`config.mk`:
```
export PLATFORM = sky130hd
export DESIGN_NAME = synth_voice_allocator
export DESIGN_NICKNAME = d
export VERILOG_FILES = /design/src/rtl/synth_voice_allocator.sv
export SDC_FILE = /design/constraint.sdc
export NUM_CORES = 1
export LEC_CHECK = 0
export ABC_AREA = 1
export BUFFER_PORTS_ARGS = -buffer_cell sky130_fd_sc_hd__buf_2
export CORE_ASPECT_RATIO = 0.7
export CORE_MARGIN = 5
export CORE_UTILIZATION = 30
export CTS_CLUSTER_SIZE = 40
export DETAILED_ROUTE_END_ITERATION = 6
export HOLD_SLACK_MARGIN = 0.08
export PLACE_DENSITY_LB_ADDON = 0.15
export SYNTH_ARGS = -nofsm -noshare
export SYNTH_HDL_FRONTEND = slang
export SYNTH_SLANG_ARGS = --single-unit
```
`constraint.sdc`:
```
create_clock -name clk -period 4.94 [get_ports clk]
set_clock_uncertainty 0.1 [all_clocks]
set_input_delay 0.247 -clock clk [delete_from_list [all_inputs] [get_ports clk]]
set_output_delay 0.247 -clock clk [all_outputs]
set_load 0.02 [all_outputs]
```
`src/rtl/synth_voice_allocator.sv`:
```
// Polyphonic voice allocator for the NCO piano synth.
// Assigns note events to voices, times each voice's release, and steals the oldest voice when every voice is busy.
module synth_voice_allocator #(
  parameter int N_VOICES       = 4,
  parameter int FCW_WIDTH      = 24,
  parameter int RELEASE_CYCLES = 1024,
  parameter int AGE_WIDTH      = 8
) (
  input  logic                          clk,
  input  logic                          reset,
  input  logic                          note_valid,
  output logic                          note_ready,
  input  logic                          note_on,
  input  logic [FCW_WIDTH-1:0]          note_fcw,
  input  logic                          all_notes_off,
  output logic [N_VOICES*FCW_WIDTH-1:0] voice_fcw,
  output logic [N_VOICES-1:0]           voice_gate,
  output logic [N_VOICES-1:0]           voice_busy,
  output logic [15:0]                   steal_count
);

  localparam int IDX_W = $clog2(N_VOICES);
  localparam int REL_W = $clog2(RELEASE_CYCLES + 1);
  localparam logic [REL_W-1:0]     REL_LOAD = REL_W'(RELEASE_CYCLES);
  localparam logic [REL_W-1:0]     REL_ONE  = REL_W'(1);
  localparam logic [AGE_WIDTH-1:0] AGE_MAX  = '1;

  typedef enum logic [1:0] {V_IDLE = 2'd0, V_ACTIVE = 2'd1, V_RELEASE = 2'd2} voice_state_t;
  typedef enum logic {ST_ACCEPT = 1'b0, ST_PROCESS = 1'b1} ctrl_state_t;

  ctrl_state_t            ctrl_r;
  logic                   ready_r;
  logic                   ev_on_r;
  logic [FCW_WIDTH-1:0]   ev_fcw_r;
  logic [15:0]            steal_r;
  voice_state_t           vstate_r [N_VOICES];
  logic [FCW_WIDTH-1:0]   fcw_r    [N_VOICES];
  logic [AGE_WIDTH-1:0]   age_r    [N_VOICES];
  logic [REL_W-1:0]       rel_r    [N_VOICES];
  logic [N_VOICES-1:0]    gate_r;
  logic [N_VOICES-1:0]    busy_r;

  voice_state_t           vstate_s [N_VOICES];
  logic [FCW_WIDTH-1:0]   fcw_s    [N_VOICES];
  logic [AGE_WIDTH-1:0]   age_s    [N_VOICES];
  logic [REL_W-1:0]       rel_s    [N_VOICES];
  logic                   apply_s, on_s, off_s, grow_s, do_steal_s;
  logic [N_VOICES-1:0]    idle_s, hit_s, off_hit_s;
  logic [IDX_W-1:0]       hit_idx_s, idle_idx_s, steal_idx_s, tgt_idx_s;
  logic [AGE_WIDTH-1:0]   best_age_s;

  function automatic logic [AGE_WIDTH-1:0] age_inc(input logic [AGE_WIDTH-1:0] a);
    return (a == AGE_MAX) ? a : a + AGE_WIDTH'(1);
  endfunction

  // Allocation decision, evaluated on pre-edge voice state.
  always_comb begin
    apply_s     = (ctrl_r == ST_PROCESS) && !all_notes_off;
    on_s        = apply_s && ev_on_r && (ev_fcw_r != '0);
    off_s       = apply_s && !ev_on_r;
    hit_idx_s   = '0;
    idle_idx_s  = '0;
    for (int i = N_VOICES - 1; i >= 0; i--) begin
      idle_s[i]    = (vstate_r[i] == V_IDLE);
      hit_s[i]     = (vstate_r[i] != V_IDLE) && (fcw_r[i] == ev_fcw_r);
      off_hit_s[i] = (vstate_r[i] == V_ACTIVE) && (fcw_r[i] == ev_fcw_r);
      hit_idx_s    = hit_s[i] ? IDX_W'(i) : hit_idx_s;
      idle_idx_s   = idle_s[i] ? IDX_W'(i) : idle_idx_s;
    end
    // Strict '>' keeps the lowest index on age ties.
    steal_idx_s = '0;
    best_age_s  = age_r[0];
    for (int i = 1; i < N_VOICES; i++) begin
      steal_idx_s = (age_r[i] > best_age_s) ? IDX_W'(i) : steal_idx_s;
      best_age_s  = (age_r[i] > best_age_s) ? age_r[i] : best_age_s;
    end
    grow_s     = on_s && !(|hit_s);
    do_steal_s = grow_s && !(|idle_s);
    tgt_idx_s  = (|hit_s) ? hit_idx_s : ((|idle_s) ? idle_idx_s : steal_idx_s);
  end

  // Per-voice next state: event target, release entry, countdown, ageing.
  always_comb begin
    for (int i = 0; i < N_VOICES; i++) begin
      vstate_s[i] = vstate_r[i];
      fcw_s[i]    = fcw_r[i];
      age_s[i]    = ((vstate_r[i] != V_IDLE) && grow_s) ? age_inc(age_r[i]) : age_r[i];
      rel_s[i]    = rel_r[i];
      if (on_s && (tgt_idx_s == IDX_W'(i))) begin
        vstate_s[i] = V_ACTIVE;
        fcw_s[i]    = ev_fcw_r;
        age_s[i]    = '0;
        rel_s[i]    = '0;
      end else if ((vstate_r[i] == V_ACTIVE) && (all_notes_off || (off_s && off_hit_s[i]))) begin
        vstate_s[i] = V_RELEASE;
        rel_s[i]    = REL_LOAD;
      end else if ((vstate_r[i] == V_RELEASE) && (rel_r[i] == REL_ONE)) begin
        vstate_s[i] = V_IDLE;
        fcw_s[i]    = '0;
        age_s[i]    = '0;
        rel_s[i]    = '0;
      end else if (vstate_r[i] == V_RELEASE) begin
        rel_s[i]    = rel_r[i] - REL_ONE;
      end else begin
        rel_s[i]    = rel_r[i];
      end
    end
  end

  // Control FSM, steal counter and voice registers.
  always_ff @(posedge clk) begin
    if (!reset) begin
      ctrl_r   <= ST_ACCEPT;
      ready_r  <= 1'b0;
      ev_on_r  <= 1'b0;
      ev_fcw_r <= '0;
      steal_r  <= 16'h0000;
      gate_r   <= '0;
      busy_r   <= '0;
      for (int i = 0; i < N_VOICES; i++) begin
        vstate_r[i] <= V_IDLE;
        fcw_r[i]    <= '0;
        age_r[i]    <= '0;
        rel_r[i]    <= '0;
      end
    end else begin
      case (ctrl_r)
        ST_ACCEPT: begin
          if (ready_r && note_valid) begin
            ev_on_r  <= note_on;
            ev_fcw_r <= note_fcw;
            ctrl_r   <= ST_PROCESS;
            ready_r  <= 1'b0;
          end else begin
            ready_r  <= 1'b1;
          end
        end
        ST_PROCESS: begin
          ctrl_r  <= ST_ACCEPT;
          ready_r <= 1'b1;
        end
        default: begin
          ctrl_r  <= ST_ACCEPT;
          ready_r <= 1'b0;
        end
      endcase
      if (do_steal_s && (steal_r != 16'hFFFF)) begin
        steal_r <= steal_r + 16'h0001;
      end
      for (int i = 0; i < N_VOICES; i++) begin
        vstate_r[i] <= vstate_s[i];
        fcw_r[i]    <= fcw_s[i];
        age_r[i]    <= age_s[i];
        rel_r[i]    <= rel_s[i];
        gate_r[i]   <= (vstate_s[i] == V_ACTIVE);
        busy_r[i]   <= (vstate_s[i] != V_IDLE);
      end
    end
  end

  // Flatten voice FCW registers onto the output bus.
  always_comb begin
    for (int i = 0; i < N_VOICES; i++) begin
      voice_fcw[i*FCW_WIDTH +: FCW_WIDTH] = fcw_r[i];
    end
  end

  assign note_ready  = ready_r;
  assign voice_gate  = gate_r;
  assign voice_busy  = busy_r;
  assign steal_count = steal_r;

endmodule

```
Word level (Yosys, flattened, before mapping). Memories as Yosys holds them, arrays and structs flattened. Cells that the tools add are included.

Memory bits (writable): 180. Logic and storage cells: 226. Output and inout bits: 121. Bits in registers: 51. Memories kept: 4.

Memories: fcw_r (depth 4, width 24, read ports 4, clocked after memory_dff 0, write ports 4, line 37) `logic [FCW_WIDTH-1:0] fcw_r [N_VOICES];`; rel_r (depth 4, width 11, read ports 4, clocked after memory_dff 0, write ports 4, line 39) `logic [REL_W-1:0] rel_r [N_VOICES];`; age_r (depth 4, width 8, read ports 4, clocked after memory_dff 0, write ports 4, line 38) `logic [AGE_WIDTH-1:0] age_r [N_VOICES];`; vstate_r (depth 4, width 2, read ports 4, clocked after memory_dff 0, write ports 4, line 36) `voice_state_t vstate_r [N_VOICES];`.

Mux-type cells: 97. $add $sub $neg: 9. Order comparisons: 3. Bitwise logic cells: 17. Reductions and logical operators: 61. Equal/unequal tests: 28.

Operator list (count): 24-bit 2-to-1 mux (16); 11-bit 2-to-1 mux (20); 8-bit 2-to-1 mux (26); 24-bit == test (4); 2-bit 2-to-1 mux (28); 11-bit by 1-bit == test with 1-bit output (second input constant) (4); 11-bit by 1-bit subtractor with 11-bit output (second input constant) (4); 1-bit logical AND (36); 8-bit by 1-bit adder with 8-bit output (second input constant) (4); 8-bit == test (second input constant) (4); 8-bit > comparator (3); 24-bit nonzero test (1); 2-bit by 1-bit == test with 1-bit output (second input constant) (9); 16-bit by 1-bit adder with 16-bit output (second input constant) (1); 16-bit inequality test (second input constant) (1); 1-bit OR (16); 2-bit nonzero test (8); 2-bit == test (second input constant) (6); 2-bit logical NOT (5); 4-bit OR reduction (2); 1-bit 2-to-1 mux (5); 1-bit logical NOT (4); 1-bit logical OR (4); 1-bit case mux with 2 select lines (2); 2 further kinds (2).

Logic depth before layout (Yosys ltp).
Word-level depth: 12. Gate-level depth with buffers: 42. Depth with buffers taken out: 40.

Worst setup path before layout. Ideal clock, no wire load.

Path kind: reg-to-reg. From: memory age_r[0][5]. To: memory fcw_r[2][14]. Data required time: 4.726 ns. Stages on the path, launching flop included: 32. Slack: 0.472 ns. Arrival time: 4.253 ns. Cells stage by stage: dfxtp_1 > inv_1 > ha_1 > nand2_1 > a21oi_1 > nor2_1 > a21oi_1 > clkbuf_1 > o21ai_0 > ha_1 > nand2_1 > nor2_1 > nand4_1 > nand2_1 > clkbuf_1 > o21ai_0 > ha_1 > nand2_1 > nor2_1 > nand2_1 > nand2_1 > nand2_1 > nand3_1 > nand2_1 > nand3_1 > nand2_1 > nor2_2 > nand2_2 > buf_6 > buf_6 > nand4_1 > nand2_1.

RTL lines (line): start, declared (38); end, declared (37).

==> results.py <==
metrics = {
    "status": {
        "run_status": "finished clean",
    },
    "detailed_routing": {
        "drt-initial-drc-count": 947,
        "via_per_inst": 4.74,
        "routed_wl_um": 44100,
        "drt-wirelength-per-cell_um": 16.5,
        "ant_nets": 0,
        "vias": 12638,
        "dr.pass1.iters": 7,
        "drcViolationCount": 0,
    },
    "logic_synthesis": {
        "synth-compound-area-share_pct": 5.06,
        "synth_top_family_by_area": "simple AND/OR/NAND/NOR gates",
        "avgSynthCellArea_um2": 6.69,
        "synth-seq-cells": 231,
        "synth_top_area_share_pct": 35.8,
        "ys_top_cells_by_area": "dfxtp_1 36%, nand2_1 18%, inv_1 6.8%",
        "synthXorXnorAreaFrac_pct": 8.82,
        "synth_warnings": 0,
        "synth_simple_gate_area_share_pct": 36.4,
        "synth_fa_ha_area_share_pct": 3.59,
        "yosysTopAreaCell": "dfxtp_1",
        "synthMuxAreaShare_pct": 0,
        "synthCells": 1930,
        "syn_area_um2": 12900,
        "syn-num-nets": 1996,
        "synth.distinct_cells": 39,
        "ys_seq_area_share_pct": 35.8,
    },
    "clocking": {
        "clock-root-buffer": "clkbuf_16",
        "clock_path_buffers": 3,
        "cts.sinks": 231,
        "insertion_delay_ns": 0.56,
        "htree_levels": 1,
        "tritoncts": "built",
        "numCtsBuffers": 28,
        "clkTransAtPathRegs_ns": 0.06,
    },
    "sta": {
        "fin_hold_ws_ns": 0.222,
        "hold_violations": 0,
        "setup_viol": 0,
        "clock.fmax_ghz": 0.219,
        "rsz0062_at_grt": "false",
        "period_share_pct": 92.4,
        "worst_pin_slew_ns": 1.03,
        "max-slew-margin-rel_pct": 31.1,
        "tns_ns": 0,
        "drv_slew": 0,
        "layout_min_cycle_time_ns": 4.57,
        "layout_setup_ws_ns": 0.373,
    },
    "floorplanning": {
        "core_um2": 42400,
        "dieWidth_um": 258,
        "rows": 63,
        "start_util_pct": 30.4,
        "die_h_um": 184,
        "io_pins": 150,
        "die-area_um2": 47300,
    },
    "worst_setup_path": {
        "worst_setup_path_start_kind": "register",
        "crit_buf_inv": 5,
        "cpMostUsedCell": "nand2_1",
        "critPathTopFamily": "simple AND/OR/NAND/NOR gates",
        "critPathMaxStageDelay_ns": 0.35,
        "arrival_ns": 4.96,
        "endpoint_kind": "register",
        "worst-setup-path-type": "register to register",
        "cp_slowest_cell": "dfxtp_2",
        "cp.required_ns": 5.33,
        "path_max_fanout": 12,
        "ff2ff_setup_slack_ns": 0.37,
    },
    "layout": {
        "fin_area_um2": 15500,
        "antenna_cells": 0,
        "final_layout_size_suffix_gt1_share_pct": 13.5,
        "post_layout_nonfiller_instances": 2665,
        "area_growth_pct": 20.2,
        "fin_util_pct": 36.6,
        "nNetsFinal": 2159,
    },
    "placed_design": {
        "io_buffer_count": 149,
        "place_ws_ns": -0.0255,
        "hpwlAfterDp_um": 32200,
        "placed_cells": 2584,
        "dpl_cell_area_um2": 14200,
        "gp_congestion": 0.862,
    },
    "pwr": {
        "p_total_mw": 4.21,
        "p_leak_nw": 7.77,
        "p_sw_share_pct": 25.3,
        "p_sw_mw": 1.07,
        "internal_power_mw": 3.14,
        "seqPwrFrac_pct": 45.1,
        "powerDensity_nw_per_um2": 271,
        "clockPowerShare_pct": 48.5,
        "comb_power_share_pct": 6.4,
        "ir_drop_uv": 246,
    },
    "run": {
        "drv_cap": 0,
    },
    "global_routing": {
        "grt_pass1_vias": 11498,
        "grt.overflow.total": 0,
        "antenna_found_initial": 0,
        "grt_util_all_layers_pct": 17.8,
        "grt_pass1_wl_um": 67800,
        "grt_max_degree": 70,
    },
    "hold_path": {
        "hold_path_class": "input pin to register",
    },
}
-- registers in the layout, summed over array words and instances (netlist names), 4 cells and up --
signal / flops
fcw_r: 96
voice_gate: 4
ev_fcw_r: 24
rel_r: 44
voice_busy: 4
steal_count: 16
vstate_r: 8
age_r: 32
-- power by group through the flow --
stage               sequential, mW  combinational, mW  clock [mW]
finish                        1.90              0.268        2.04
global route                  1.90              0.292        2.18
CTS                           1.90              0.262        2.11
detailed placement            1.94              0.246           0
global placement              1.94              0.244           0
floorplan                     1.92              0.171           0
-- final cells by class --
cell class	count	area (µm²)
clock buffer	39	803
clock inverter	11	88.8
fill	4580	26900
inverter	245	922
multi-input combinational	1380	7040
sequential	231	4630
tap	552	691
timing repair buffer	207	1340
-- synth_stat cells, drive strengths merged --
cell type,count
nor4,9
ha,37
o21a,1
nor2,196
a22o,1
a21boi,2
and3,1
nor3,33
a21o,2
xor2,74
nand4,115
o21ai,74
buf,50
or2,6
a31oi,2
or3,1
nand2,633
clkbuf,26
a21oi,44
dfxtp,231
inv,242
nand3b,2
xnor2,56
clkinv,3
nand3,89
-- final timing paths --
path / start / endpoint / cells past startpoint
min reg2reg: rel_r[2][4] / rel_r[2][4] / 2
max: age_r[0][7] / fcw_r[0][23] / 35
min: note_valid / ctrl_r / 4
max reg2reg: age_r[0][7] / fcw_r[0][23] / 35
-- layer usage --
metal / vias to the layer above / track usage, % / share of wire (%)
li1: 6409 / - / -
met1: 5813 / 28.3 / 52
met2: 361 / 25.5 / 40
met3: 55 / 2.24 / 5.7
met4: 0 / 3.82 / 2.0
met5: - / 0 / 0
-- tightest hold or removal path, cell delays in order --
cell and delay (ns):
buf_2 0.11, nand3_1 0.12, nor2_2 0.04, buf_4 0.24
-- placed cells by master, fill, tap and decap left out, drive strengths merged, types with 6 or more instances in the layout --
cell type    count
or2              6
nand3           89
nor2           196
dlygate4sd3     26
dfxtp          231
nand2          635
o21ai           74
clkbuf          40
xor2            74
xnor2           56
clkinv          11
nor3            33
a21oi           44
ha              37
inv            243
nor4             9
nand4          115
buf            180
-- logic make-up (layout without fill, tap and decap cells) --
kind of cell / after synthesis / in the layout
and+or+nand+nor: 1085 / 1087
AOI/OAI and AO/OA: 126 / 126
xor gates and xnor gates: 130 / 130
buffers and inverters: 321 / 502
adders and majority gates: 37 / 37
DFF: 231 / 231
-- repair_timing --
item	4_1_cts	5_1_grt
setup buffers	0	1
hold buffers	26	0
endpoints found under the hold margin	33	0
gates cloned	0	4
pin swaps	0	4
resized for setup	1	43
endpoints found under the setup margin	33	188
Power figures use the tool's default switching activity.
